`config.mk`:
```
export PLATFORM = sky130hd
export DESIGN_NAME = axil_usr_reg_rd_bridge
export DESIGN_NICKNAME = d
export VERILOG_FILES = /design/src/rtl/usr_reg_pkg.sv /design/src/rtl/axil_usr_reg_rd_bridge.sv
export SDC_FILE = /design/constraint.sdc
export NUM_CORES = 1
export LEC_CHECK = 0
export BUFFER_PORTS_ARGS = -buffer_cell sky130_fd_sc_hd__buf_2
export CORE_AREA = 2 2 79 81
export CTS_CLUSTER_DIAMETER = 200
export DETAILED_ROUTE_END_ITERATION = 10
export DIE_AREA = 0 0 81 83
export GPL_TIMING_DRIVEN = 0
export HOLD_SLACK_MARGIN = 0.03
export PLACE_DENSITY = 0.75
export SLEW_MARGIN = 5
export SYNTH_ARGS = -nofsm -noshare
export SYNTH_HDL_FRONTEND = slang
export SYNTH_SLANG_ARGS = --single-unit
```
`constraint.sdc`:
```
create_clock -name clk -period 2.8 [get_ports clk]
set_clock_uncertainty 0.05 [all_clocks]
set_input_delay 0.28 -clock clk [delete_from_list [all_inputs] [get_ports clk]]
set_output_delay 0.28 -clock clk [all_outputs]
set_load 0.02 [all_outputs]
```
`src/rtl/usr_reg_pkg.sv`:
```
// Shared AXI response codes and read-FSM state encoding for the user register bridge.
package usr_reg_pkg;

  localparam logic [1:0] RESP_OKAY   = 2'b00;
  localparam logic [1:0] RESP_SLVERR = 2'b10;

  typedef enum logic [1:0] {
    IDLE,
    ISSUE,
    WAIT,
    RESP
  } rd_state_e;

endpackage

```
`src/rtl/axil_usr_reg_rd_bridge.sv`:
```
// AXI4-Lite read front end for the user register space: one outstanding read, fixed read latency.
// Optional macro USR_REG_ADDR_CHECK_EN rejects misaligned/out-of-range addresses with SLVERR.
module axil_usr_reg_rd_bridge
  import usr_reg_pkg::*;
#(
  parameter int                    DATA_WIDTH = 32,
  parameter int                    ADDR_WIDTH = 32,
  parameter int                    RD_LATENCY = 3,
  parameter logic [ADDR_WIDTH-1:0] ADDR_LIMIT = 'h1000
) (
  input  logic                  clk,
  input  logic                  rst,
  input  logic [ADDR_WIDTH-1:0] s_axi_araddr,
  input  logic                  s_axi_arvalid,
  output logic                  s_axi_arready,
  output logic [DATA_WIDTH-1:0] s_axi_rdata,
  output logic [1:0]            s_axi_rresp,
  output logic                  s_axi_rvalid,
  input  logic                  s_axi_rready,
  output logic                  o_usr_reg_rd,
  output logic [ADDR_WIDTH-1:0] o_usr_reg_addr,
  input  logic [DATA_WIDTH-1:0] i_usr_reg_data
);

  localparam int CNT_W = $clog2(RD_LATENCY + 1);

  if (RD_LATENCY < 1) begin : g_bad_latency
    $error("axil_usr_reg_rd_bridge: RD_LATENCY must be >= 1");
  end
  if (ADDR_LIMIT[1:0] != 2'b00) begin : g_unaligned_limit
    $warning("axil_usr_reg_rd_bridge: ADDR_LIMIT is not word aligned");
  end

  rd_state_e             state_reg, state_next;
  logic [CNT_W-1:0]      cnt_reg, cnt_next;
  logic [ADDR_WIDTH-1:0] addr_reg, addr_next;
  logic [DATA_WIDTH-1:0] rdata_reg, rdata_next;
  logic [1:0]            rresp_reg, rresp_next;
  logic                  addr_bad;

`ifdef USR_REG_ADDR_CHECK_EN
  assign addr_bad = (s_axi_araddr[1:0] != 2'b00) || (s_axi_araddr >= ADDR_LIMIT);
`else
  assign addr_bad = 1'b0;
`endif

  always_ff @(posedge clk) begin
    if (rst) begin
      state_reg <= IDLE;
      cnt_reg   <= '0;
      addr_reg  <= '0;
      rdata_reg <= '0;
      rresp_reg <= RESP_OKAY;
    end else begin
      state_reg <= state_next;
      cnt_reg   <= cnt_next;
      addr_reg  <= addr_next;
      rdata_reg <= rdata_next;
      rresp_reg <= rresp_next;
    end
  end

  always_comb begin
    state_next = state_reg;
    cnt_next   = cnt_reg;
    addr_next  = addr_reg;
    rdata_next = rdata_reg;
    rresp_next = rresp_reg;
    case (state_reg)
      IDLE: begin
        if (s_axi_arvalid) begin
          addr_next = s_axi_araddr;
          if (addr_bad) begin
            rdata_next = '0;
            rresp_next = RESP_SLVERR;
            state_next = RESP;
          end else begin
            state_next = ISSUE;
          end
        end
      end
      ISSUE: begin
        cnt_next   = CNT_W'(RD_LATENCY);
        state_next = WAIT;
      end
      WAIT: begin
        cnt_next = cnt_reg - CNT_W'(1);
        // Last wait cycle is exactly RD_LATENCY cycles after the strobe: sample the switch here.
        if (cnt_reg == CNT_W'(1)) begin
          rdata_next = i_usr_reg_data;
          rresp_next = RESP_OKAY;
          state_next = RESP;
        end
      end
      RESP: begin
        if (s_axi_rready) state_next = IDLE;
      end
      default: state_next = IDLE;
    endcase
  end

  assign s_axi_arready  = (state_reg == IDLE);
  assign s_axi_rvalid   = (state_reg == RESP);
  assign o_usr_reg_rd   = (state_reg == ISSUE);
  assign o_usr_reg_addr = addr_reg;
  assign s_axi_rdata    = rdata_reg;
  assign s_axi_rresp    = rresp_reg;

endmodule
```
# After elaboration in Yosys (flattened, before gate mapping)
# Cells that the tools add are included.
# totals
elab_cells,22
reg_bits,68
output_inout_bits,69
input_bits,68
# classes
n_reduce_logical,5
mux,5
add_sub_neg,1
n_eq_ne,7
# ops
cell,n
case mux 2 bit (4 select lines),1
2-to-1 mux 2 bit,3
"== test 2 x 1 -> 1 bit, second input constant",2
"== test 2 bit, second input constant",2
"inequality test 2 bit, second input constant",2
case mux 2 bit (2 select lines),1
AND reduction 2 bit,2
AND reduction 3 bit,1
logical NOT 2 bit,1
"inequality test 2 x 1 -> 1 bit, second input constant",1
nonzero test 2 bit,1
"subtractor 2 x 1 -> 2 bit, second input constant",1

# Logic depth before layout (Yosys ltp)
# Gate-level depths: netlist (run 1).
# logic_depth
depth_word,3
ltp_mapped,7
mapped_depth_nobuf,5

# Least setup slack after synthesis (run 1)
# OpenSTA, ideal clock, no wires.
# synth_path
path_kind,register to register
from,reg state_reg[0]
to,reg state_reg[1]
path_buffers,0
arrival_ns,1.287
period_less_slack_ns,1.468
stages_incl_launch_ff,6
required_ns,2.619
setup_slack_ns,1.332
setup_time_ns,0.131
path_cell_list,dfxtp_1 inv_1 ha_1 and2b_2 o311ai_1 o41ai_1
# synth_via
elab_chain_len,3
word_cells_on_any_way,9
classes_between,eq/ne (6); mux (1); reduce/logical (2)
# synth_rtl
element,line_no,source
from (decl),axil_usr_reg_rd_bridge.sv:34,"rd_state_e state_reg, state_next;"
from (signal assigned),axil_usr_reg_rd_bridge.sv:55,state_reg <= state_next;
logical NOT 2 bit *,n/a,
named net s_axi_arready,axil_usr_reg_rd_bridge.sv:15,"output logic s_axi_arready,"
inequality test 2 bit (no line),n/a,
AND reduction 3 bit (no line),n/a,
# Mark *: on every way through the listed nets, which the timed path passes. The rest lies on a longest branch.
# A chain may end at the register's enable or synchronous reset.

# Worst setup path in the final report (run 1)
# layout_path
from,reg state_reg[0]
to,out s_axi_arready
# layout_via
elab_chain_len,1
# layout_rtl
element,line_no,source
logical NOT 2 bit,axil_usr_reg_rd_bridge.sv:102,assign s_axi_arready = (state_reg == IDLE);
to (decl),axil_usr_reg_rd_bridge.sv:15,
# Every way passes these cells.

==> results of run 1 <==
==> cell families (layout without fill, tap and decap cells) <==
logic type,Yosys count,after routing
AO/OA/AOI/OAI,70,70
adder cells (fa/ha/maj),5,5
buffers and inverters,28,178
flip-flops,68,68
other,1,2
AND/OR/NAND/NOR,139,139
==> final cells by class <==
| cell class | instances | area (sq um) | area share |
|---|---|---|---|
| plain buffers | 23 | 165 | 0.0463 |
| clock buffers | 12 | 145 | 0.0407 |
| clock inverters | 4 | 72.6 | 0.0204 |
| inverters | 5 | 18.8 | 0.00526 |
| multi-input cells | 216 | 1040 | 0.291 |
| flip-flops and latches | 68 | 1360 | 0.382 |
| well taps | 75 | 93.8 | 0.0263 |
| repair buffers | 134 | 671 | 0.188 |
==> power breakdown <==
part	switching (W)	internal (W)
Clock	0.000358	0.000525
Combinational	0.000556	0.000341
Sequential	0.0000731	0.00111
Total	0.000988	0.00197
==> how the worst max path moves through the flow <==
| stage | startpoint | endpoint | cells after the start |
|---|---|---|---|
| global route | state_reg[0]$_SDFFE_PP0P_ | s_axi_rdata[23]$_SDFFE_PP0P_ | 6 |
| CTS | state_reg[0]$_SDFFE_PP0P_ | s_axi_arready | 3 |
| global placement | state_reg[0]$_SDFFE_PP0P_ | s_axi_rdata[28]$_SDFFE_PP0P_ | 7 |
| floorplan | state_reg[0]$_SDFFE_PP0P_ | state_reg[1]$_SDFFE_PP0P_ | 5 |
| detailed placement | state_reg[0]$_SDFFE_PP0P_ | s_axi_rdata[26]$_SDFFE_PP0P_ | 7 |
| finish | state_reg[0]$_SDFFE_PP0P_ | s_axi_arready | 3 |
==> per-layer routing <==
metal | GRT usage | vias up | wire length (um)
met1 | 0.213 | 1112 | 2780
met4 | 0.0878 | 0 | 89
met3 | 0.0402 | 8 | 348
li1 | - | 1281 | -
met5 | 0 | - | 0
met2 | 0.313 | 76 | 3030
==> worst max-delay path: cells and delay by family (launching register included) <==
kind       cells  cell delay, ns
buf+inv        2            0.27
fa+ha+maj      1            0.25
flops          1            0.37
==> cell usage after synthesis <==
library cell and number:
nand3_1 1, a21oi_1 48, inv_1 5, a311oi_1 1
o311ai_1 1, buf_2 9, ha_1 5, nor2b_1 2
o311a_1 1, a21oi_2 16, o31ai_1 1, nor2_1 2
buf_4 4, o21ai_0 1, and2_1 1, conb_1 1
buf_6 7, and2b_2 1, clkbuf_1 3, and2_2 1
nand2_1 131, o41ai_1 1, dfxtp_1 68
==> through the flow <==
step | utilization | area [sq um] | worst slack (ns) | instances
after detailed placement | 0.576 | 3350 | 1.32 | 521
final | 0.613 | 3570 | 1.26 | 537
after floorplan | - | 2580 | 1.33 | 312
after global routing | 0.613 | 3570 | 1.15 | 537
after CTS | 0.613 | 3570 | 1.24 | 537
after global placement | 0.576 | 3350 | 1.36 | 521
==> impl_metrics.toml, run 1 <==
[floorplanning]
rows = 28
die-area_sq_mm = 0.00672
core_sq_mm = 0.00582
io-pin-count = 137
die_w_um = 81
die_h_um = 83
initial_core_util = 0.444

[clock_tree]
clk-insertion-delay-late_ns = 0.33
cts_buffer_depth = 2
clock-sinks = 68
cts_buffers = 9
cts_tree = "built"
cts_hold_buffers = 0
cts_setup_buffers = 0
clk_pin_slew_ns = 0.07
htree_levels = 3
root_buffer = "clkbuf_8"
cts_resized = 0

[route]
vias = 2477
ant_nets = 0
drt_wl_total_mm = 6.25
viasPerCell = 4.61
drt_iter0_markers = 69
drcViolationCount = 0
wl_per_cell_um = 11.6
dr.pass1.iters = 4

[setup_path]
required_ns = 2.47
r2r_slack_ns = 1.32
r2r-end = "s_axi_rdata[15]$_SDFFE_PP0P_"
worstPathArrival_ns = 1.21
critPathMaxStageDelay_ns = 0.37
rr_worst_depth = 6
crit_chain = "inv_1 -> ha_1 -> buf_2"
cp_max_fo = 5
endpoint_kind = "primary output"
path_class = "register to primary output"
r2r-start = "state_reg[0]$_SDFFE_PP0P_"
slowest_stage = "dfxtp_1"
critPathLaunchType = "register"

[logic_synthesis]
synth_top_cell_by_area = "dfxtp_1"
synth_cells = 311
synthMuxAreaShare = 0
synthAdderAreaFrac = 0.0242
syn_area_per_cell_sq_um = 8.30
yosys_register_bits = 68
synth_top_area_frac = 0.528
synth_top_family_by_area = "simple AND/OR/NAND/NOR gates"
synth_sequential_area_ratio = 0.528
synth.area.top_cells = "dfxtp_1 (53%), nand2_1 (19%), a21oi_1 (9.3%)"
synth_cell_types = 23
synth.cell_area_sq_mm = 0.00258
synthSimpleGateAreaFrac = 0.209
synth-warning-count = 0
synth_compound_area_frac = 0.166
synth_xor_area_frac = 0

[timing]
finalCritPeriodShare = 0.552
report.final.slew_viol_count = 0
rsz0062_at_grt = "no"
slew_headroom = 0.646
max_freq_ghz = 0.648
finalHoldViolations = 0
setup_viol = 0
period_minus_slack_ns = 1.54
worst_pin_slew_ns = 0.531
timing.hold.ws_ns = 0.128
tns_ns = 0

[placement]
dp_hpwl_mm = 4.64
place.gp.congestion = 0.827
port_buffers = 134

[worst_hold_path]
hold_path_depth = 3
hp-class = "input pin to register"
min_to = "o_usr_reg_addr[7]$_SDFFE_PP0P_"
hold_start = "s_axi_araddr[7]"

[final_layout]
antennaDiodeCount = 0
drive_gt1_frac = 0.403
nets = 530
final_common_cell = "buf_2"
area_growth_pct = 38.2
nFillCells = 523
final_cell_mix = "buf_2 (143), nand2_1 (131), dfxtp_1 (68), a21oi_1 (48), a21oi_2 (16)"

[global_route]
grt_pass1_wl_mm = 9.78
grt_pass1_vias = 2242
grt-ovfl-total = 0
grtUsageTotal = 0.183
grt_max_degree = 12
antenna_found_initial = 0

[power_and_ir_drop]
total_power_w = 0.00296
vdd_drop_max_uv = 356
p_leak_nw = 1.67
cellPowerDensity_mw_per_mm2 = 830

[status]
outcome = "finished, final reports clean"

[run]
cap_violations = 0
(Power assumes the default switching activity.)
==> inputs of run 2 (changes only) <==
Settings changed: CORE_AREA 2 2 79 81 to 2 2 80 82, DIE_AREA 0 0 81 83 to 0 0 82 84, PLACE_DENSITY 0.75 to 0.73.
Clock period 2.8 ns to 1.5 ns, I/O delays scaled along.
==> impl_metrics.toml, run 2 (same netlist as run 1, synthesis figures left out) <==
[status]
outcome = "finished, final reports clean"

[route]
drcViolationCount = 0
vias = 2777
ant_nets = 0
wl_per_cell_um = 12.3
drt_iter0_markers = 72
viasPerCell = 4.61
drt_wl_total_mm = 7.41
dr.pass1.iters = 4

[timing]
setup_viol = 0
slew_headroom = 0.637
rsz0062_at_grt = "no"
report.final.slew_viol_count = 0
timing.hold.ws_ns = 0.0411
finalCritPeriodShare = 0.950
max_freq_ghz = 0.702
finalWorstSetupSlack_ns = 0.0751
tns_ns = 0
finalHoldViolations = 0
worst_pin_slew_ns = 0.545
period_minus_slack_ns = 1.42

[power_and_ir_drop]
p_sw_w = 0.00188
p_leak_nw = 1.94
intPower_w = 0.00383
vdd_drop_max_uv = 742
pwr-share-comb = 0.328
switching_share = 0.330
clkPwrFrac = 0.285
seqPwrFrac = 0.387
cellPowerDensity_mw_per_mm2 = 1350

[setup_path]
r2r_slack_ns = 0.08
cp_max_fo = 10
critPathLaunchType = "register"
required_ns = 1.63
r2r-start = "state_reg[0]$_SDFFE_PP0P_"
worstPathArrival_ns = 1.56
startpoint = "state_reg[0]$_SDFFE_PP0P_"
path_class = "register to register"
endpoint_kind = "register"

[final_layout]
multi_input_area_sq_mm = 0.00105
drive_gt1_frac = 0.366
area_growth_pct = 63.9
antennaDiodeCount = 0
nets = 593
finalInstanceArea_sq_mm = 0.00423
nFillCells = 502
final_cell_mix = "buf_2 (138), nand2_1 (130), dfxtp_1 (66), dlygate4sd3_1 (63), a21oi_1 (48)"
seq_area_sq_mm = 0.00136
final_common_cell = "buf_2"

[global_route]
grt_pass1_wl_mm = 11.4
grt_pass1_vias = 2573
grtUsageTotal = 0.212
antenna_found_initial = 0
grt_max_degree = 12
grt-ovfl-total = 0

[floorplanning]
rows = 29
initial_core_util = 0.423
die_w_um = 82
die_h_um = 84
die-area_sq_mm = 0.00689
core_sq_mm = 0.00610
io-pin-count = 137

[clock_tree]
root_buffer = "clkbuf_8"
clk-insertion-delay-late_ns = 0.32
clock-sinks = 68
cts_tree = "built"
clk_pin_slew_ns = 0.06
cts_buffer_depth = 2
htree_levels = 3
cts_buffers = 9

[placement]
pre_cts_ws_ns = -0.00598
dp_hpwl_mm = 4.52
postPlaceCellArea_sq_mm = 0.00335
place.gp.congestion = 0.838
port_buffers = 134

[worst_hold_path]
hold_start = "i_usr_reg_data[3]"
hp-class = "input pin to register"

[run]
cap_violations = 0
## run 2: what timing repair did
item,in CTS,in global routing
hold buffers,63,0
endpoints found under the hold margin,63,0
resized for setup,0,11
buffers inserted,0,0
endpoints found under the setup margin,6,62
pin swaps,0,0
## run 2: per-stage QoR
stage | std cells | total power, W | utilization
3_3_place_gp | 523 | 0.00388 | 0.550
2_1_floorplan | 312 | 0.00341 | -
6_report | 602 | 0.00571 | 0.694
5_1_grt | 602 | 0.00605 | 0.694
3_5_place_dp | 523 | 0.00393 | 0.550
4_1_cts | 602 | 0.00570 | 0.689
## run 2: per-layer routing
layer,GRT usage,part of all wire
met1,0.232,0.40
met2,0.378,0.52
met4,0.0924,0.026
met3,0.0476,0.049
met5,0,0
## run 2: worst max-delay path, stage by stage (launching register included)
cell and delay (ns):
dfxtp_2 0.34, inv_1 0.07, ha_2 0.21, and2_2 0.17, buf_4 0.16, buf_6 0.14, nand2_1 0.08, a21oi_1 0.06
## run 2: worst paths after layout
check	endpoint	cells past startpoint
worst max-delay path	o_usr_reg_addr[1]$_SDFFE_PP0P_	7
worst min-delay path	s_axi_rdata[3]$_SDFFE_PP0P_	3
worst max register to register	o_usr_reg_addr[1]$_SDFFE_PP0P_	7
worst min register to register	o_usr_reg_addr[27]$_SDFFE_PP0P_	2
## run 2: layout make-up
cell class / count / share of cell area
plain buffers: 23 / 0.0420
clock buffers: 12 / 0.0343
clock inverters: 4 / 0.0172
inverters: 5 / 0.00444
multi-input cells: 216 / 0.249
flip-flops and latches: 68 / 0.322
well taps: 77 / 0.0228
repair buffers: 197 / 0.308
## run 2: power groups by stage
stage          registers (W)  logic [W]  clock network, W
2_1_floorplan        0.00249   0.000921                 0
4_1_cts              0.00220    0.00183           0.00167
3_5_place_dp         0.00224    0.00169                 0
3_3_place_gp         0.00223    0.00165                 0
5_1_grt              0.00224    0.00205           0.00176
6_report             0.00221    0.00187           0.00163
